$ cat src/rtl/cache_fill_ctrl.sv
// Miss-handling front end for a read-only direct-mapped cache: lookup, Avalon-MM
// refill on miss, cache write-back of the fetched word, and saturating hit/miss counters.
module cache_fill_ctrl #(
    parameter int SIZE_BLOCK = 32,
    parameter int BIT_TOTAL  = 24,
    parameter int CNT_W      = 16
) (
    input  logic                  clk,
    input  logic                  rst,
    input  logic                  req_valid,
    output logic                  req_ready,
    input  logic [BIT_TOTAL-1:0]  req_addr,
    output logic                  resp_valid,
    input  logic                  resp_ready,
    output logic [SIZE_BLOCK-1:0] resp_data,
    output logic                  cache_en,
    output logic                  cache_wrt,
    output logic [BIT_TOTAL-1:0]  cache_addr,
    output logic [SIZE_BLOCK-1:0] cache_wdata,
    input  logic [SIZE_BLOCK-1:0] cache_rdata,
    input  logic                  cache_hit,
    output logic                  mem_read,
    output logic [BIT_TOTAL-1:0]  mem_address,
    input  logic                  mem_waitrequest,
    input  logic [SIZE_BLOCK-1:0] mem_readdata,
    input  logic                  mem_readdatavalid,
    output logic [CNT_W-1:0]      hit_count,
    output logic [CNT_W-1:0]      miss_count
);

    typedef enum logic [2:0] {
        IDLE,
        LOOKUP,
        CHECK,
        MEM_REQ,
        MEM_WAIT,
        FILL,
        RESP
    } state_t;

    state_t                r_state;
    logic [BIT_TOTAL-1:0]  r_addr;
    logic [SIZE_BLOCK-1:0] r_data;
    logic [SIZE_BLOCK-1:0] r_resp_data;
    logic [CNT_W-1:0]      r_hit_cnt;
    logic [CNT_W-1:0]      r_miss_cnt;
    logic                  w_cache_act;

    always_ff @(posedge clk or negedge rst) begin
        if (!rst) begin
            r_state     <= IDLE;
            r_addr      <= '0;
            r_data      <= '0;
            r_resp_data <= '0;
            r_hit_cnt   <= '0;
            r_miss_cnt  <= '0;
        end else begin
            case (r_state)
                IDLE: begin
                    if (req_valid) begin
                        r_addr  <= req_addr;
                        r_state <= LOOKUP;
                    end
                end
                LOOKUP: r_state <= CHECK;
                CHECK: begin
                    if (cache_hit) begin
                        r_data      <= cache_rdata;
                        r_resp_data <= cache_rdata;
                        if (r_hit_cnt != '1) r_hit_cnt <= r_hit_cnt + 1'b1;
                        r_state     <= RESP;
                    end else begin
                        if (r_miss_cnt != '1) r_miss_cnt <= r_miss_cnt + 1'b1;
                        r_state     <= MEM_REQ;
                    end
                end
                MEM_REQ: begin
                    if (!mem_waitrequest) r_state <= MEM_WAIT;
                end
                MEM_WAIT: begin
                    if (mem_readdatavalid) begin
                        r_data  <= mem_readdata;
                        r_state <= FILL;
                    end
                end
                FILL: begin
                    // response word is only updated on entry to RESP so it never moves outside RESP
                    r_resp_data <= r_data;
                    r_state     <= RESP;
                end
                RESP: begin
                    if (resp_ready) r_state <= IDLE;
                end
                default: r_state <= IDLE;
            endcase
        end
    end

    assign w_cache_act = (r_state == LOOKUP) || (r_state == FILL);

    assign req_ready   = (r_state == IDLE);
    assign resp_valid  = (r_state == RESP);
    assign resp_data   = r_resp_data;
    assign cache_en    = w_cache_act;
    assign cache_wrt   = (r_state == FILL);
    assign cache_addr  = w_cache_act ? r_addr : '0;
    assign cache_wdata = (r_state == FILL) ? r_data : '0;
    assign mem_read    = (r_state == MEM_REQ);
    assign mem_address = (r_state == MEM_REQ) ? r_addr : '0;
    assign hit_count   = r_hit_cnt;
    assign miss_count  = r_miss_cnt;

endmodule

$ cat config.mk
export PLATFORM = sky130hd
export DESIGN_NAME = cache_fill_ctrl
export DESIGN_NICKNAME = d
export VERILOG_FILES = /design/src/rtl/cache_fill_ctrl.sv
export SDC_FILE = /design/constraint.sdc
export NUM_CORES = 1
export LEC_CHECK = 0
export ABC_AREA = 1
export CAP_MARGIN = 30
export CORE_MARGIN = 2
export CORE_UTILIZATION = 30
export CTS_BUF_LIST = sky130_fd_sc_hd__clkbuf_16
export DETAILED_ROUTE_END_ITERATION = 10
export PLACE_DENSITY = 0.63
export SLEW_MARGIN = 20
export SYNTH_ARGS = -nofsm -noshare
export SYNTH_HDL_FRONTEND = slang
export SYNTH_SLANG_ARGS = --single-unit
export TNS_END_PERCENT = 30
$ cat constraint.sdc
create_clock -name clk -period 1.4 [get_ports clk]
set_input_delay 0.42 -clock clk [delete_from_list [all_inputs] [get_ports clk]]
set_output_delay 0.42 -clock clk [all_outputs]
set_load 0.05 [all_outputs]
==> impl_metrics.env, run 1 <==
export IMPL_crit_chain="inv_4 > nand2_4 > nor2_4 > inv_6 > buf_12 > nor2_4 > buf_12"
export IMPL_grt_total_usage_pct=20.21
export IMPL_syn_nets=1003
export IMPL_violations="negative setup slack"
export IMPL_r2r_slack_ns=-0.26
export IMPL_utilization_pct=60.92
export IMPL_seqCellArea_um2=3087
export IMPL_ir_worst_vdd_mv=1.557
export IMPL_first_global_vias=7040
export IMPL_finalSetupViolations=258
export IMPL_die_x_um=151.2
export IMPL_yosys_area_share_simple_pct=32.83
export IMPL_critPathSlowestCell="dfrtp_1"
export IMPL_critPathMaxStageDelay_ns=0.42
export IMPL_synthCells=906
export IMPL_maxSlewHeadroom_pct=76.33
export IMPL_hp_class="input pin to async pin"
export IMPL_drt_antenna_violating_nets=0
export IMPL_antenna_found_initial=1
export IMPL_io_pins=244
export IMPL_cp_required_ns=0.98
export IMPL_drive_gt1_share_pct=32.70
export IMPL_seqPwrFrac_pct=21.0
export IMPL_wl_per_cell_um=14.79
export IMPL_grt_pass1_wl_um=36070
export IMPL_p_sw_share_pct=44.58
export IMPL_ys_types=25
export IMPL_setup_ws_ns=-0.6690
export IMPL_drt_iter0_drc=322
export IMPL_row_count=53
export IMPL_final_max_slew_violation_count=0
export IMPL_hold_ws_ns=0.4534
export IMPL_post_drt_via_cell_ratio=4.654
export IMPL_dr_pass1_iters=5
export IMPL_worst_pin_slew_ns=0.3551
export IMPL_drc=0
export IMPL_gp_congestion=0.8576
export IMPL_hold_viol=0
export IMPL_regToRegStartpoint="r_state[1]$_DFFE_PN0P_"
export IMPL_p_leak_nw=6.020
export IMPL_multiInputGateArea_um2=3334
export IMPL_p_switching_mw=12.10
export IMPL_cts_path_max_buffers=2
export IMPL_synth_compound_area_share_pct=8.372
export IMPL_p_clk_share_pct=16.9
export IMPL_r2r_end="r_data[24]$_DFFE_PN0P_"
export IMPL_synthFlopType="dfrtp_1"
export IMPL_layout_nets=1339
export IMPL_p_per_area_nw_per_um2=2107
export IMPL_reg2reg_depth=8
export IMPL_cap_viol_max_count=0
export IMPL_status="complete, but fails checks"
export IMPL_fin_skew_ns=0.01087
export IMPL_via_count=7120
export IMPL_ys_seq_area_share_pct=47.34
export IMPL_yosysTopAreaCell="dfrtp_1"
export IMPL_cp_num_buf_inv=4
export IMPL_start_util_pct=30.73
export IMPL_place_hpwl_um=16440
export IMPL_dieArea_um2=22860
export IMPL_wl_um=22620
export IMPL_synth_top_family_by_area="simple AND/OR/NAND/NOR gates"
export IMPL_cts_tree="done"
export IMPL_fmax_ghz=0.4833
export IMPL_cp_max_fo=9
export IMPL_cp_data_arrival_time_ns=1.65
export IMPL_grt_setup_unrepaired="true"
export IMPL_synth_adder_area_share_pct=0.3849
export IMPL_synth_xor_area_share_pct=1.886
export IMPL_intPower_mw=15.04
export IMPL_cts_buffers=17
export IMPL_start_kind="flop"
export IMPL_die_h_um=151.2
export IMPL_crit_path_end_kind="primary output"
export IMPL_avgSynthCellArea_um2=7.176
export IMPL_ctsHtreeMaxLevel=4
export IMPL_yosys_top_cells_area="dfrtp_1 47%, nand2_1 18%, nor2_1 8.0%"
export IMPL_clk_pin_slew_ns=0.06
export IMPL_syn_area_um2=6501
export IMPL_combPwrFrac_pct=62.1
export IMPL_yosysMostFrequentCell="nand2_1"
export IMPL_worstSkewPairLatency_ns=0.42
export IMPL_ys_warn_count=0
export IMPL_core_area_um2=21150
export IMPL_clkSinkCount=123
export IMPL_port_buffers=243
export IMPL_areaGrowthSynthToFinish_pct=98.21
export IMPL_final_min_period_over_clock_period_pct=147.8
export IMPL_critPathTopFamily="buffers and inverters"
export IMPL_min_period_ns=2.069
export IMPL_fillers=1737
export IMPL_ys_seq_elements=123
export IMPL_worst_setup_path_type="flop to primary output"
export IMPL_muxShareOfSynthArea_pct=0
export IMPL_synth_top_cell_area_share_pct=47.34
export IMPL_grt_start_max_net_pins=55
export IMPL_overflow=0
export IMPL_clock_root_buffer="clkbuf_16"
export IMPL_ys_async_sr_fraction_pct=100.0
export IMPL_synth_edf_count=0
export IMPL_ys_top_cells_by_count="306 x nand2_1, 139 x nor2_1, 123 x dfrtp_1"
[power groups by stage]
| stage | Clock (mW) | Sequential (mW) | Combinational, mW |
|---|---|---|---|
| floorplan | 0 | 7.20 | 6.92 |
| global placement | 0 | 5.67 | 16.2 |
| detailed placement | 0 | 5.71 | 16.3 |
| CTS | 4.68 | 5.68 | 16.8 |
| global route | 4.84 | 5.83 | 17.9 |
| finish | 4.59 | 5.69 | 16.9 |
[layer usage]
metal	up-vias	track usage (%)	part of all wire, %
li1	3523	-	-
met1	3326	24.55	40
met2	231	33.26	50
met3	40	6.175	7.3
met4	0	8.458	2.6
met5	-	0	0
[state kept, by name, summed over array words and instances (netlist names)]
| register | cells |
|---|---|
| hit_count | 16 |
| miss_count | 16 |
| r_addr | 24 |
| r_data | 32 |
| r_state | 3 |
| resp_data | 32 |
[layout by cell type, fill, tap and decap left out, types with 2 or more instances in the layout]
cell and n:
a21oi_1 24, a31oi_1 26, a31oi_2 6, buf_12 163, buf_4 68, buf_6 33
bufinv_16 4, clkbuf_16 18, clkdlybuf4s50_1 93, clkinv_2 4, clkinv_4 2, clkinvlp_4 2
dfrtp_1 116, dfrtp_2 7, ha_1 2, inv_1 92, inv_2 3, inv_4 4
nand2_1 305, nand2_2 2, nand2_4 3, nand3_1 55, nand3b_1 4, nand4_1 12
nor2_1 57, nor2_2 36, nor2_4 49, o21ai_0 37, o21ai_1 4, xnor2_1 12
xor2_1 2
[metrics by stage]
step           cell area (um2)  cells  setup TNS [ns]  power [mW]  setup WS (ns)
2_1_floorplan             6838    906          -83.67       14.12        -0.6031
3_3_place_gp             11820   1488          -51.40       21.82        -0.3842
3_5_place_dp             11820   1488          -54.86       22.03        -0.4328
4_1_cts                  12760   1527          -69.52       27.20        -0.6861
5_1_grt                  12880   1529          -85.47       28.60        -0.7378
6_report                 12890   1530          -68.02       27.15        -0.6690
[logic make-up (layout without fill, tap and decap cells)]
family                   Yosys count  after routing
adder cells (fa/ha/maj)            2              2
buffers and inverters            142            490
XOR/XNOR                          14             14
flip-flops                       123            123
other                              0              1
AND/OR/NAND/NOR                  527            527
AO/OA/AOI/OAI                     98             98
[timing repair]
item	CTS	global route
setup endpoints to repair	248	272
endpoints found under the hold margin	16	0
pin swaps	8	4
gates resized for setup	75	32
hold buffers	1	0
buffers inserted	7	3
gates cloned	0	1
[how the worst max path moves through the flow]
| stage | start | endpoint | slack (ns) | cells after the start |
|---|---|---|---|---|
| after floorplan | r_state[1]$_DFFE_PN0P_ | cache_wdata[10] | -0.60 | 7 |
| after global placement | cache_hit | r_data[6]$_DFFE_PN0P_ | -0.38 | 5 |
| after detailed placement | cache_hit | r_data[16]$_DFFE_PN0P_ | -0.43 | 5 |
| after CTS | r_state[1]$_DFFE_PN0P_ | cache_wdata[4] | -0.69 | 7 |
| after global routing | r_state[1]$_DFFE_PN0P_ | cache_wdata[3] | -0.74 | 7 |
| final | r_state[1]$_DFFE_PN0P_ | cache_wdata[3] | -0.67 | 7 |
[layout make-up]
class,instances,share of cell area [%]
antenna,1,0.01942
inverter,99,3.000
clock inverter,14,1.398
sequential,123,23.95
tap,275,2.670
clock buffer,17,3.301
timing repair buffer,360,39.78
multi-input combinational,641,25.88
[worst register-to-register path, delay by kind of cell (launching register included)]
family,cells,cell delay [ns]
and+or+nand+nor,4,0.46
AOI/OAI and AO/OA,1,0.08
buffers and inverters,3,0.62
DFF,1,0.42
No activity file was read; power rests on OpenSTA's default activity.
==> run 2: changes to the inputs <==
--- a/config.mk
+++ b/config.mk
@@ -12,7 +12,6 @@
 export CTS_BUF_LIST = sky130_fd_sc_hd__clkbuf_16
 export DETAILED_ROUTE_END_ITERATION = 10
 export PLACE_DENSITY = 0.63
-export SLEW_MARGIN = 20
 export SYNTH_ARGS = -nofsm -noshare
 export SYNTH_HDL_FRONTEND = slang
 export SYNTH_SLANG_ARGS = --single-unit
==> constraint.sdc (replaced) <==
create_clock -name clk -period 1.4 [get_ports clk]
set_input_delay 0.28 -clock clk [delete_from_list [all_inputs] [get_ports clk]]
set_output_delay 0.28 -clock clk [all_outputs]
set_load 0.05 [all_outputs]
==> impl_metrics.env, run 2 (synthesized netlist as in run 1, its figures left out) <==
export IMPL_r2r_slack_ns=-0.48
export IMPL_seqPwrFrac_pct=19.7
export IMPL_hold_viol=0
export IMPL_first_global_vias=7130
export IMPL_cp_required_ns=1.12
export IMPL_final_max_slew_violation_count=0
export IMPL_status="complete, but fails checks"
export IMPL_finalSetupViolations=211
export IMPL_critPathMaxStageDelay_ns=0.43
export IMPL_violations="negative setup slack"
export IMPL_dr_pass1_iters=4
export IMPL_fillers=1703
export IMPL_cp_data_arrival_time_ns=1.66
export IMPL_hp_class="input pin to async pin"
export IMPL_min_period_ns=1.938
export IMPL_crit_chain="inv_4 > nand2_4 > nor2_4 > inv_6 > buf_16 > nor2_4 > buf_12"
export IMPL_wl_met1_um=9356
export IMPL_cts_path_max_buffers=2
export IMPL_cp_max_fo=8
export IMPL_die_h_um=151.2
export IMPL_io_pins=244
export IMPL_cts_buffers=17
export IMPL_via_count=7172
export IMPL_post_drt_via_cell_ratio=4.685
export IMPL_ctsHtreeMaxLevel=4
export IMPL_fmax_ghz=0.5160
export IMPL_p_switching_mw=12.88
export IMPL_ir_worst_vdd_mv=1.547
export IMPL_row_count=53
export IMPL_final_min_period_over_clock_period_pct=138.4
export IMPL_final_cell_mix="302 x nand2_1, 164 x buf_12, 115 x dfrtp_1, 93 x clkdlybuf4s50_1, 91 x inv_1"
export IMPL_cap_viol_max_count=0
export IMPL_layout_nets=1340
export IMPL_p_leak_nw=6.157
export IMPL_core_area_um2=21150
export IMPL_layout_commonest_cell="nand2_1"
export IMPL_grt_start_max_net_pins=49
export IMPL_clk_pin_slew_ns=0.06
export IMPL_worst_setup_path_type="flop to primary output"
export IMPL_crit_path_end_kind="primary output"
export IMPL_die_x_um=151.2
export IMPL_antenna_found_initial=0
export IMPL_wl_met2_um=11950
export IMPL_p_per_area_nw_per_um2=2186
export IMPL_wl_per_cell_um=15.44
export IMPL_intPower_mw=16.10
export IMPL_cts_tree="done"
export IMPL_place_hpwl_um=16820
export IMPL_clock_root_buffer="clkbuf_16"
export IMPL_worst_pin_slew_ns=0.4027
export IMPL_worstSkewPairLatency_ns=0.42
export IMPL_wl_met3_um=1925
export IMPL_drt_iter0_drc=332
export IMPL_diodes=0
export IMPL_combPwrFrac_pct=63.1
export IMPL_start_kind="flop"
export IMPL_p_clk_share_pct=17.2
export IMPL_regToRegStartpoint="r_state[1]$_DFFE_PN0P_"
export IMPL_overflow=0
export IMPL_port_buffers=243
export IMPL_wl_um=23640
export IMPL_drc=0
export IMPL_start_util_pct=30.73
export IMPL_grt_pass1_wl_um=36350
export IMPL_drive_gt1_share_pct=35.83
export IMPL_clkSinkCount=123
export IMPL_r2r_end="r_data[18]$_DFFE_PN0P_"
export IMPL_dieArea_um2=22860
export IMPL_grt_setup_unrepaired="true"
export IMPL_setup_ws_ns=-0.5381
export IMPL_reg2reg_depth=10
export IMPL_maxSlewHeadroom_pct=73.15
export IMPL_hold_ws_ns=0.3354
export IMPL_top_layer_used="met4"
export IMPL_cp_common_cell="nor2_4"
export IMPL_critPathSlowestCell="dfrtp_2"
export IMPL_finalSetupTns_ns=-70.25
export IMPL_gp_congestion=0.8619
export IMPL_drt_antenna_violating_nets=0
export IMPL_p_sw_share_pct=44.44
export IMPL_fin_skew_ns=0.01497
export IMPL_areaGrowthSynthToFinish_pct=103.9
export IMPL_grt_total_usage_pct=20.45
[run 2: stage by stage]
stage | setup slack, ns | instance area (um2) | power (mW) | util, % | cells
final | -0.5381 | 13250 | 28.98 | 62.65 | 1531
after global placement | -0.2354 | 11870 | 22.10 | 56.10 | 1480
after CTS | -0.5825 | 12880 | 28.11 | 60.89 | 1522
after floorplan | -0.4742 | 6948 | 14.40 | - | 906
after global routing | -0.5997 | 13250 | 30.45 | 62.65 | 1531
after detailed placement | -0.2786 | 11870 | 22.32 | 56.10 | 1480
[run 2: worst max path at each step]
| stage | end | from | depth (start not counted) | slack (ns) |
|---|---|---|---|---|
| global placement | hit_count[8]$_DFFE_PN0P_ | cache_hit | 6 | -0.24 |
| global route | cache_wdata[18] | r_state[1]$_DFFE_PN0P_ | 7 | -0.60 |
| floorplan | cache_wdata[10] | r_state[1]$_DFFE_PN0P_ | 7 | -0.47 |
| finish | cache_wdata[6] | r_state[1]$_DFFE_PN0P_ | 7 | -0.54 |
| CTS | cache_wdata[13] | r_state[1]$_DFFE_PN0P_ | 7 | -0.58 |
| detailed placement | resp_data[18]$_DFFE_PN0P_ | cache_hit | 7 | -0.28 |
[run 2: metal layers]
metal | global-route usage, % | vias up
met5 | 0 | -
met4 | 6.308 | 0
met3 | 7.349 | 28
met2 | 34.14 | 222
met1 | 24.67 | 3400
li1 | - | 3522
[run 2: layout make-up]
| cell class | instances | area (um2) | share of cell area [%] |
|---|---|---|---|
| Clock buffer | 17 | 425.4 | 3.210 |
| Clock inverter | 15 | 235.2 | 1.775 |
| Inverter | 99 | 384.1 | 2.898 |
| Multi-Input combinational cell | 641 | 3480 | 26.25 |
| Sequential cell | 123 | 3088 | 23.30 |
| Tap cell | 275 | 344.1 | 2.596 |
| Timing Repair Buffer | 361 | 5298 | 39.97 |
[run 2: worst max-delay path: cells and delay by family, from the launching register on]
family / cells / cell delay, ns
flops: 1 / 0.43
buf+inv: 4 / 0.48
simple gates: 3 / 0.34
[run 2: repair_timing]
action / in CTS / in global routing
endpoints found under the hold margin: 20 / 0
hold buffers: 1 / 0
pin swaps: 5 / 8
endpoints found under the setup margin: 224 / 237
setup buffers: 7 / 4
gates resized for setup: 72 / 72
gates cloned: 2 / 5
[run 2: power groups by stage]
| stage | sequential, mW | combinational, mW | clock, mW |
|---|---|---|---|
| 2_1_floorplan | 7.22 | 7.18 | 0 |
| 3_3_place_gp | 5.71 | 16.4 | 0 |
| 3_5_place_dp | 5.77 | 16.5 | 0 |
| 4_1_cts | 5.71 | 17.3 | 5.07 |
| 5_1_grt | 5.84 | 19.4 | 5.24 |
| 6_report | 5.71 | 18.3 | 4.99 |
